==> src/rtl/ddr_lane_dly_ctrl.sv <==
// ddr_lane_dly_ctrl -- walks every IOD delay line of one DDR lane to its target tap,
// one line at a time. Each line can first be loaded to INIT_TAP. It is then stepped
// one tap per MOVE pulse, with a settle gap after every LOAD/MOVE pulse.
// The controller keeps its own copy of each line's tap count and reports it on CUR_TAP.
// Build option: define DDR_LANE_DLY_OOR_ABORT_EN to abort the whole sequence on the first
// out-of-range event. Without it, only the offending line is abandoned.
module ddr_lane_dly_ctrl #(
  parameter int NUM_BITS = 9,
  parameter int TAP_W    = 8,
  parameter int INIT_TAP = 1,
  parameter int MOVE_GAP = 4
) (
  input  logic                      FAB_CLK,
  input  logic                      ARST,
  input  logic                      START,
  input  logic                      LOAD_FIRST,
  input  logic [NUM_BITS*TAP_W-1:0] TARGET_TAP,
  input  logic [NUM_BITS-1:0]       DELAY_LINE_OUT_OF_RANGE,
  output logic [NUM_BITS-1:0]       DELAY_LINE_LOAD,
  output logic [NUM_BITS-1:0]       DELAY_LINE_MOVE,
  output logic [NUM_BITS-1:0]       DELAY_LINE_DIRECTION,
  output logic [NUM_BITS*TAP_W-1:0] CUR_TAP,
  output logic                      BUSY,
  output logic                      DONE,
  output logic [NUM_BITS-1:0]       ERR
);

  localparam int CH_W  = (NUM_BITS > 1) ? $clog2(NUM_BITS) : 1;
  localparam int GAP_W = (MOVE_GAP > 1) ? $clog2(MOVE_GAP) : 1;

  localparam logic [CH_W-1:0]  LAST_CH  = CH_W'(NUM_BITS - 1);
  localparam logic [CH_W-1:0]  CH_ZERO  = {CH_W{1'b0}};
  localparam logic [CH_W-1:0]  CH_ONE   = CH_W'(1);
  localparam logic [GAP_W-1:0] GAP_LOAD = GAP_W'(MOVE_GAP - 1);
  localparam logic [GAP_W-1:0] GAP_ZERO = {GAP_W{1'b0}};
  localparam logic [GAP_W-1:0] GAP_ONE  = GAP_W'(1);
  localparam logic [TAP_W-1:0] TAP_INIT = TAP_W'(INIT_TAP);
  localparam logic [TAP_W-1:0] TAP_MAX  = {TAP_W{1'b1}};
  localparam logic [TAP_W-1:0] TAP_MIN  = {TAP_W{1'b0}};
  localparam logic [TAP_W-1:0] TAP_ONE  = TAP_W'(1);

  typedef enum logic [2:0] {
    S_IDLE   = 3'd0,
    S_LOAD   = 3'd1,
    S_SEL    = 3'd2,
    S_STEP   = 3'd3,
    S_GAP    = 3'd4,
    S_NEXT   = 3'd5,
    S_FINISH = 3'd6
  } state_t;

  // Where an out-of-range line sends the sequence: end it, or skip to the next line.
`ifdef DDR_LANE_DLY_OOR_ABORT_EN
  localparam state_t OOR_DEST = S_FINISH;
`else
  localparam state_t OOR_DEST = S_NEXT;
`endif

  state_t                            state_q, state_d;
  logic [CH_W-1:0]                   ch_q, ch_d;
  logic [GAP_W-1:0]                  gap_q, gap_d;
  logic                              lf_q, lf_d;
  logic [NUM_BITS-1:0][TAP_W-1:0]    tgt_q, tgt_d;
  logic [NUM_BITS-1:0][TAP_W-1:0]    cur_q, cur_d;
  logic [NUM_BITS-1:0]               dir_q, dir_d;
  logic [NUM_BITS-1:0]               load_q, load_d;
  logic [NUM_BITS-1:0]               move_q, move_d;
  logic [NUM_BITS-1:0]               err_q, err_d;
  logic                              busy_q, busy_d;
  logic                              done_q, done_d;

  // Per-line view of the line currently being trimmed.
  logic [TAP_W-1:0] cur_ch_s;
  logic [TAP_W-1:0] tgt_ch_s;
  logic             hit_s;
  logic             up_s;
  logic             at_limit_s;
  logic             oor_ch_s;

  assign cur_ch_s   = cur_q[ch_q];
  assign tgt_ch_s   = tgt_q[ch_q];
  assign hit_s      = (tgt_ch_s == cur_ch_s);
  assign up_s       = (tgt_ch_s > cur_ch_s);
  // A step that would wrap the tracked count is refused and treated as out of range.
  assign at_limit_s = up_s ? (cur_ch_s == TAP_MAX) : (cur_ch_s == TAP_MIN);
  assign oor_ch_s   = DELAY_LINE_OUT_OF_RANGE[ch_q];

  // Next-state, line bookkeeping, and the pulse outputs for the state being entered.
  always_comb begin
    state_d = state_q;
    ch_d    = ch_q;
    gap_d   = gap_q;
    lf_d    = lf_q;
    tgt_d   = tgt_q;
    cur_d   = cur_q;
    dir_d   = dir_q;
    err_d   = err_q;
    busy_d  = busy_q;
    load_d  = {NUM_BITS{1'b0}};
    move_d  = {NUM_BITS{1'b0}};
    done_d  = 1'b0;

    case (state_q)
      S_IDLE: begin
        if (START) begin
          tgt_d   = TARGET_TAP;
          lf_d    = LOAD_FIRST;
          err_d   = {NUM_BITS{1'b0}};
          ch_d    = CH_ZERO;
          busy_d  = 1'b1;
          state_d = LOAD_FIRST ? S_LOAD : S_SEL;
        end else begin
          state_d = S_IDLE;
        end
      end
      S_LOAD: begin
        cur_d[ch_q] = TAP_INIT;
        gap_d       = GAP_LOAD;
        state_d     = S_GAP;
      end
      S_SEL: begin
        if (hit_s) begin
          state_d = S_NEXT;
        end else if (at_limit_s) begin
          err_d[ch_q] = 1'b1;
          state_d     = OOR_DEST;
        end else begin
          state_d = S_STEP;
        end
      end
      S_STEP: begin
        cur_d[ch_q] = dir_q[ch_q] ? (cur_ch_s + TAP_ONE) : (cur_ch_s - TAP_ONE);
        gap_d       = GAP_LOAD;
        state_d     = S_GAP;
      end
      S_GAP: begin
        if (gap_q == GAP_ZERO) begin
          if (oor_ch_s) begin
            err_d[ch_q] = 1'b1;
            state_d     = OOR_DEST;
          end else begin
            state_d = S_SEL;
          end
        end else begin
          gap_d = gap_q - GAP_ONE;
        end
      end
      S_NEXT: begin
        if (ch_q == LAST_CH) begin
          state_d = S_FINISH;
        end else begin
          ch_d    = ch_q + CH_ONE;
          state_d = lf_q ? S_LOAD : S_SEL;
        end
      end
      S_FINISH: begin
        busy_d  = 1'b0;
        state_d = S_IDLE;
      end
      default: begin
        busy_d  = 1'b0;
        state_d = S_IDLE;
      end
    endcase

    // Pulses are registered so they are high exactly during the LOAD/STEP/FINISH cycle.
    load_d[ch_d] = (state_d == S_LOAD);
    move_d[ch_d] = (state_d == S_STEP);
    done_d       = (state_d == S_FINISH);

    // Direction is settled on SEL entry, one full cycle ahead of the MOVE pulse.
    if ((state_d == S_SEL) && (tgt_d[ch_d] != cur_d[ch_d])) begin
      dir_d[ch_d] = (tgt_d[ch_d] > cur_d[ch_d]);
    end else begin
      dir_d[ch_d] = dir_q[ch_d];
    end
  end

  // State and output registers; reset puts every line back at INIT_TAP.
  always_ff @(posedge FAB_CLK or posedge ARST) begin
    if (ARST) begin
      state_q <= S_IDLE;
      ch_q    <= CH_ZERO;
      gap_q   <= GAP_ZERO;
      lf_q    <= 1'b0;
      tgt_q   <= {NUM_BITS{TAP_INIT}};
      cur_q   <= {NUM_BITS{TAP_INIT}};
      dir_q   <= {NUM_BITS{1'b0}};
      load_q  <= {NUM_BITS{1'b0}};
      move_q  <= {NUM_BITS{1'b0}};
      err_q   <= {NUM_BITS{1'b0}};
      busy_q  <= 1'b0;
      done_q  <= 1'b0;
    end else begin
      state_q <= state_d;
      ch_q    <= ch_d;
      gap_q   <= gap_d;
      lf_q    <= lf_d;
      tgt_q   <= tgt_d;
      cur_q   <= cur_d;
      dir_q   <= dir_d;
      load_q  <= load_d;
      move_q  <= move_d;
      err_q   <= err_d;
      busy_q  <= busy_d;
      done_q  <= done_d;
    end
  end

  assign DELAY_LINE_LOAD      = load_q;
  assign DELAY_LINE_MOVE      = move_q;
  assign DELAY_LINE_DIRECTION = dir_q;
  assign CUR_TAP              = cur_q;
  assign BUSY                 = busy_q;
  assign DONE                 = done_q;
  assign ERR                  = err_q;

endmodule
==> config.mk <==
export PLATFORM = sky130hd
export DESIGN_NAME = ddr_lane_dly_ctrl
export DESIGN_NICKNAME = d
export VERILOG_FILES = /design/src/rtl/ddr_lane_dly_ctrl.sv
export SDC_FILE = /design/constraint.sdc
export NUM_CORES = 1
export LEC_CHECK = 0
export BUFFER_PORTS_ARGS = -buffer_cell sky130_fd_sc_hd__clkbuf_2
export CAP_MARGIN = 25
export CELL_PAD_IN_SITES_DETAIL_PLACEMENT = 1
export CELL_PAD_IN_SITES_GLOBAL_PLACEMENT = 1
export CORE_MARGIN = 4
export CORE_UTILIZATION = 46
export CTS_CLUSTER_DIAMETER = 60
export CTS_CLUSTER_SIZE = 16
export DETAILED_ROUTE_END_ITERATION = 10
export GPL_ROUTABILITY_DRIVEN = 0
export PLACE_DENSITY_LB_ADDON = 0.1
export REMOVE_ABC_BUFFERS = 1
export SYNTH_ARGS = -nofsm -noshare
export SYNTH_HDL_FRONTEND = slang
export SYNTH_SLANG_ARGS = --single-unit
==> constraint.sdc <==
create_clock -name FAB_CLK -period 10.3 [get_ports FAB_CLK]
set_input_delay 0 -clock FAB_CLK [delete_from_list [all_inputs] [get_ports FAB_CLK]]
set_output_delay 0 -clock FAB_CLK [all_outputs]
set_load 0.01 [all_outputs]
Word level (Yosys, flattened, before mapping)
Index checks and enable logic that the tools add are counted.
{"block": "word_totals", "output_inout_bits": 110, "regBits": 192, "elab_cells": 129, "input_bits": 85}
{"block": "classes", "reduce_logical": 14, "bitwise_logic": 7, "n_lt_le_gt_ge": 6, "eq_ne": 19, "mux": 51, "n_addsub": 4}
{"cell": "$mux 72", "n": 2}
{"cell": "$pmux 72 s2", "n": 1}
{"cell": "$bmux 8 s4", "n": 4}
{"cell": "$bwmux 72", "n": 1}
{"cell": "$and 63x63->63", "n": 1}
{"cell": "$not 63->63", "n": 1}
{"cell": "$mux 9", "n": 6}
{"cell": "$mux 8", "n": 6}
{"cell": "$demux 8 s4", "n": 1}
{"cell": "$pmux 9 s3", "n": 1}
{"cell": "$and 9x9->9", "n": 2}
{"cell": "$bwmux 9", "n": 2}
{"cell": "$or 9x9->9", "n": 2}
{"cell": "$gt 8x8->1", "n": 2}
{"cell": "$mux 3", "n": 5}
{"cell": "$pmux 3 s5", "n": 1}
{"cell": "$bmux 1 s4", "n": 3}
{"cell": "$eq 3x2->1 const B", "n": 4}
{"cell": "$ne 2x2->1 const B", "n": 6}
{"cell": "$lt 4x5->1 const B", "n": 2}
{"cell": "$eq 3x3->1 const B", "n": 3}
{"cell": "$add 8x1->8 const B", "n": 1}
{"cell": "$demux 1 s4", "n": 2}
{"cell": "$eq 8x8->1", "n": 1}
{"cell": "other kinds (25)", "n": 41}

Depth between registers and ports, before layout
{"block": "depth", "depth_word": 12, "ltp_mapped": 27}

Worst setup path before layout
OpenSTA, ideal clock, no wires.
{"block": "synth_path", "path_kind": "register to register", "start": "register ch_q[0]", "end": "register dir_q[4], in the netlist DELAY_LINE_DIRECTION[4]", "setup_slack_ns": 5.079, "period_less_slack_ns": 5.221, "t_arrival_ns": 5.096, "path_buffers": 3, "path_stages_with_launch": 25, "setup_ns": 0.125, "cell_sequence": "dfrtp_1 buf_6 buf_4 buf_4 mux2i_1 o221ai_1 nand3_1 fa_1 xnor2_1 nor4_1 a32o_1 mux2i_1 o21a_1 o21ai_0 a21oi_1 ha_1 o21a_1 o21a_1 o21a_1 o21a_1 o21ai_0 nand2b_1 a211oi_1 a21oi_2 mux2_2"}
{"item": "start, declared", "line": "60", "text": "logic [CH_W-1:0] ch_q, ch_d;"}
{"item": "start signal, assigned", "line": "196", "text": "ch_q <= ch_d;"}
{"item": "end signal, assigned", "line": "188", "text": "dir_q <= {NUM_BITS{1'b0}};"}
{"item": "end signal, assigned", "line": "201", "text": "dir_q <= dir_d;"}
{"item": "end, declared", "line": "65", "text": "logic [NUM_BITS-1:0] dir_q, dir_d;"}

Final worst setup path
{"block": "layout_path", "start": "register state_q[1]", "end": "register dir_q[5], in the netlist DELAY_LINE_DIRECTION[5]"}
{"block": "layout_via", "elab_chain_len": 8}
{"item": "start, declared", "line": "59", "text": "state_t state_q, state_d;"}
{"item": "start signal, assigned", "line": "195", "text": "state_q <= state_d;"}
{"item": "parallel branches: the longest is 7 deep, another holds $gt 8x8->1"}
{"item": "$mux 9 (*)", "line": "172", "text": "if ((state_d == S_SEL) && (tgt_d[ch_d] != cur_d[ch_d])) begin"}
Mark *: on every way between the ends. The select of a mux whose other input is x is not followed.
A chain may end at the register's enable or synchronous reset.

==> metrics <==
status complete, no violations; Worst Setup SP state_q[1]; # diodes 0; top_reg_cell synth dfrtp_1; Comb pwr share 54.5%; Layout area overhead 23.8%; measured slew at the worst slew-check pin 1.03 ns; r2r startpoint state_q[1]; Net count, final 1525; Total GRT Usage 32.9%; r2r endpoint DELAY_LINE_DIRECTION[5]; PD cells 316 mW/mm^2; Post-DP Area 0.0119 sq mm; residual DRC count 0; FF-to-FF setup slack 3.39 ns; global-route wire length before repair 65700 um; setup TNS 0 ns; Leak Pwr 6.23 nW; internal power 0.00219 W; Hold Path Class in -> async; CTS Buf Count 17; Yosys cell types 79; Via density 6.10; port bufs 194; Crit Path Max Fanout 74; clk sink count 192; Die W 161 um; Clk Tree Root Cell clkbuf_16; initial antenna violation count 0; clock power share 16.4%; CTS Buffer Depth 2; critical path endpoint category flip-flop; Yosys reg bits 192; core area 0.0228 sq mm; full die area 0.0258 sq mm; startpoint types flip-flop; share of synthesized flip-flops with an asynchronous set or reset 100%; Post-Syn Instances 1179; post-DP HPWL 27800 um; Tmin final 6.91 ns; H-tree depth 4; Final Hold Viols 0; max-slew violations 0; Crit path required time 10.63 ns; largest net degree at the start of global routing 124; site row count 55; Mean Syn Cell Area 9.08 sq um; IO Pins 195; Seq pwr share 29.1%; Clk Latency, worst-skew pair 0.45 ns; gr ovfl total 0; CTS tree yes; RSZ-0062 raised after global routing no; Final Cycle Share 67.1%; Post-synth EDFFs 0; # Post-CTS Setup Buffers 0; via count of the first global-routing pass 11200; die height 161 um; Final Skew 0.0146 ns; Final Instance Area 0.0133 sq mm; CTS resizes 0; Crit Path Category reg -> reg; clock slew at the register clock pins of the worst setup and hold paths 0.08 ns; Sw Share 47.7%; fmax 145 MHz; VDD IR-drop max 173 uV; Initial Util 47.0%; Rel. slew slack 31.5%; DRT iter0 DRCs 844; Via Count 10600; share of the yosys chip area belonging to registers 45.1%; P_sw 0.00200 W; reg2reg path depth 24; Pre-antenna DRT Iters 6; post-route ant nets 0; final setup vio count 0; Syn Std Cell Area 0.0107 sq mm; share of layout cells above drive strength 1 22.8%; Warnings, synthesis 0; Worst EP arrival 7.24 ns; DR WL/cell 24.4 um; max_cap viols 0; Post-CTS Hold Fix Bufs 75; total length of routed wires 42400 um
[per-layer routing]
metal  track usage, %  wire length [um]  vias up
met1             43.1             17200     5324
li1                 -                 -     4655
met2             52.9             20000      507
met3             8.78              3600      119
met5                0                 0        -
met4             11.7              1570        0
[worst max path at each step]
stage | endpoint | slack [ns] | cells after the start
floorplan | DELAY_LINE_DIRECTION[4] | 2.06 | 19
global placement | DELAY_LINE_DIRECTION[7] | 3.71 | 24
detailed placement | DELAY_LINE_DIRECTION[5] | 3.63 | 24
CTS | DELAY_LINE_DIRECTION[5] | 3.62 | 24
global route | DELAY_LINE_DIRECTION[4] | 3.15 | 24
finish | DELAY_LINE_DIRECTION[5] | 3.39 | 24
[flip-flops by register name, summed over array words and instances (netlist names)]
| register | flops |
|---|---|
| BUSY | 1 |
| CUR_TAP | 72 |
| DELAY_LINE_DIRECTION | 9 |
| DELAY_LINE_LOAD | 9 |
| DELAY_LINE_MOVE | 9 |
| DONE | 1 |
| ERR | 9 |
| ch_q | 4 |
| gap_q | 2 |
| lf_q | 1 |
| state_q | 3 |
| tgt_q | 72 |
[worst max-delay path, cell delays in order, from the launching register on]
cell and delay [ns]:
dfrtp_1 0.66, nor4b_4 0.38, buf_4 0.62, nor2_1 0.27, nor2_1 0.17, a21o_1 0.12, buf_4 0.38, inv_2 0.37
nor2_2 0.72, nand2_1 0.32, nor2_1 0.16, buf_4 0.29, a32oi_1 0.09, o21ai_0 0.14, a21oi_1 0.12, ha_1 0.37
o21a_1 0.11, o21a_1 0.16, o21a_1 0.16, o21a_1 0.16, o21ai_0 0.14, nand2b_1 0.08, a211oi_1 0.29, a21oi_2 0.14
mux2_2 0.30
[power groups by stage]
stage	Sequential (W)	Clock (W)	Combinational, W
after floorplan	0.00123	0	0.00141
after global placement	0.00122	0	0.00215
after detailed placement	0.00122	0	0.00220
after CTS	0.00121	0.000690	0.00224
after global routing	0.00125	0.000721	0.00250
final	0.00122	0.000686	0.00228
[metrics by stage]
stage | utilization [%] | instances | total power [W] | setup WS [ns] | hold WS [ns]
detailed placement | 52.3 | 1631 | 0.00343 | 3.63 | 0.216
global placement | 52.3 | 1631 | 0.00336 | 3.71 | 0.196
global route | 58.2 | 1738 | 0.00447 | 3.15 | 0.323
floorplan | - | 1099 | 0.00264 | 2.06 | 0.0949
finish | 58.2 | 1738 | 0.00419 | 3.39 | 0.252
CTS | 58.2 | 1738 | 0.00414 | 3.62 | 0.298
[layout by cell type (no fill, tap or decap), types with 7 or more instances in the layout]
cell and instances:
clkbuf_16 17, o21a_1 8, nor2_1 57, dfstp_2 18, dfrtp_1 171, o22ai_1 11
a21oi_1 28, a32o_1 25, a22oi_1 10, o21ai_0 105, mux4_2 16, a32oi_1 8
o21ai_1 12, dlygate4sd3_1 75, ha_1 27, mux2_2 15, buf_4 25, nand3_1 32
a221oi_1 11, mux2i_1 50, inv_1 19, nand2_1 348, o31ai_1 7, clkbuf_2 194
[synth_stat cells, types with 6 or more instances]
cell type	n	share of area [%]
a32oi_1	8	0.65
o21a_1	8	0.56
a221oi_1	11	0.90
mux2_2	15	1.6
nor2_1	57	2.0
inv_1	20	0.70
mux4_2	16	3.4
nand2_1	348	12
nor3_1	6	0.28
o21ai_1	11	0.51
nand2b_1	6	0.35
dfrtp_1	174	41
dfstp_2	18	4.4
a22oi_1	10	0.70
buf_2	12	0.56
buf_4	8	0.56
clkbuf_1	46	1.6
o21ai_0	106	5.0
a21oi_1	28	1.3
buf_1	10	0.35
ha_1	27	3.2
o31ai_1	7	0.49
a32o_1	25	2.3
mux2i_1	50	4.7
o22ai_1	11	0.64
nand3_1	33	1.5
[layout make-up]
| class | instances | area, sq um |
|---|---|---|
| clock inverters | 15 | 178 |
| inverters | 24 | 97.6 |
| fillers | 2653 | 9520 |
| repair buffers | 294 | 1910 |
| well taps | 313 | 392 |
| clock buffers | 17 | 425 |
| flip-flops and latches | 192 | 4830 |
| multi-input cells | 883 | 5430 |
[logic make-up (layout without fill, tap and decap cells)]
kind of cell             count (synthesis)  count (layout)  share of synthesized area [%]
AO/OA/AOI/OAI                          281             281                           18.1
AND/OR/NAND/NOR                        484             484                           18.7
multiplexers                            82              82                           9.76
buffers and inverters                  104             350                           4.35
adder cells (fa/ha/maj)                 28              28                           3.34
flip-flops                             192             192                           45.1
XOR/XNOR                                 8               8                          0.725
Note: power is estimated with default switching activity, not from simulation.
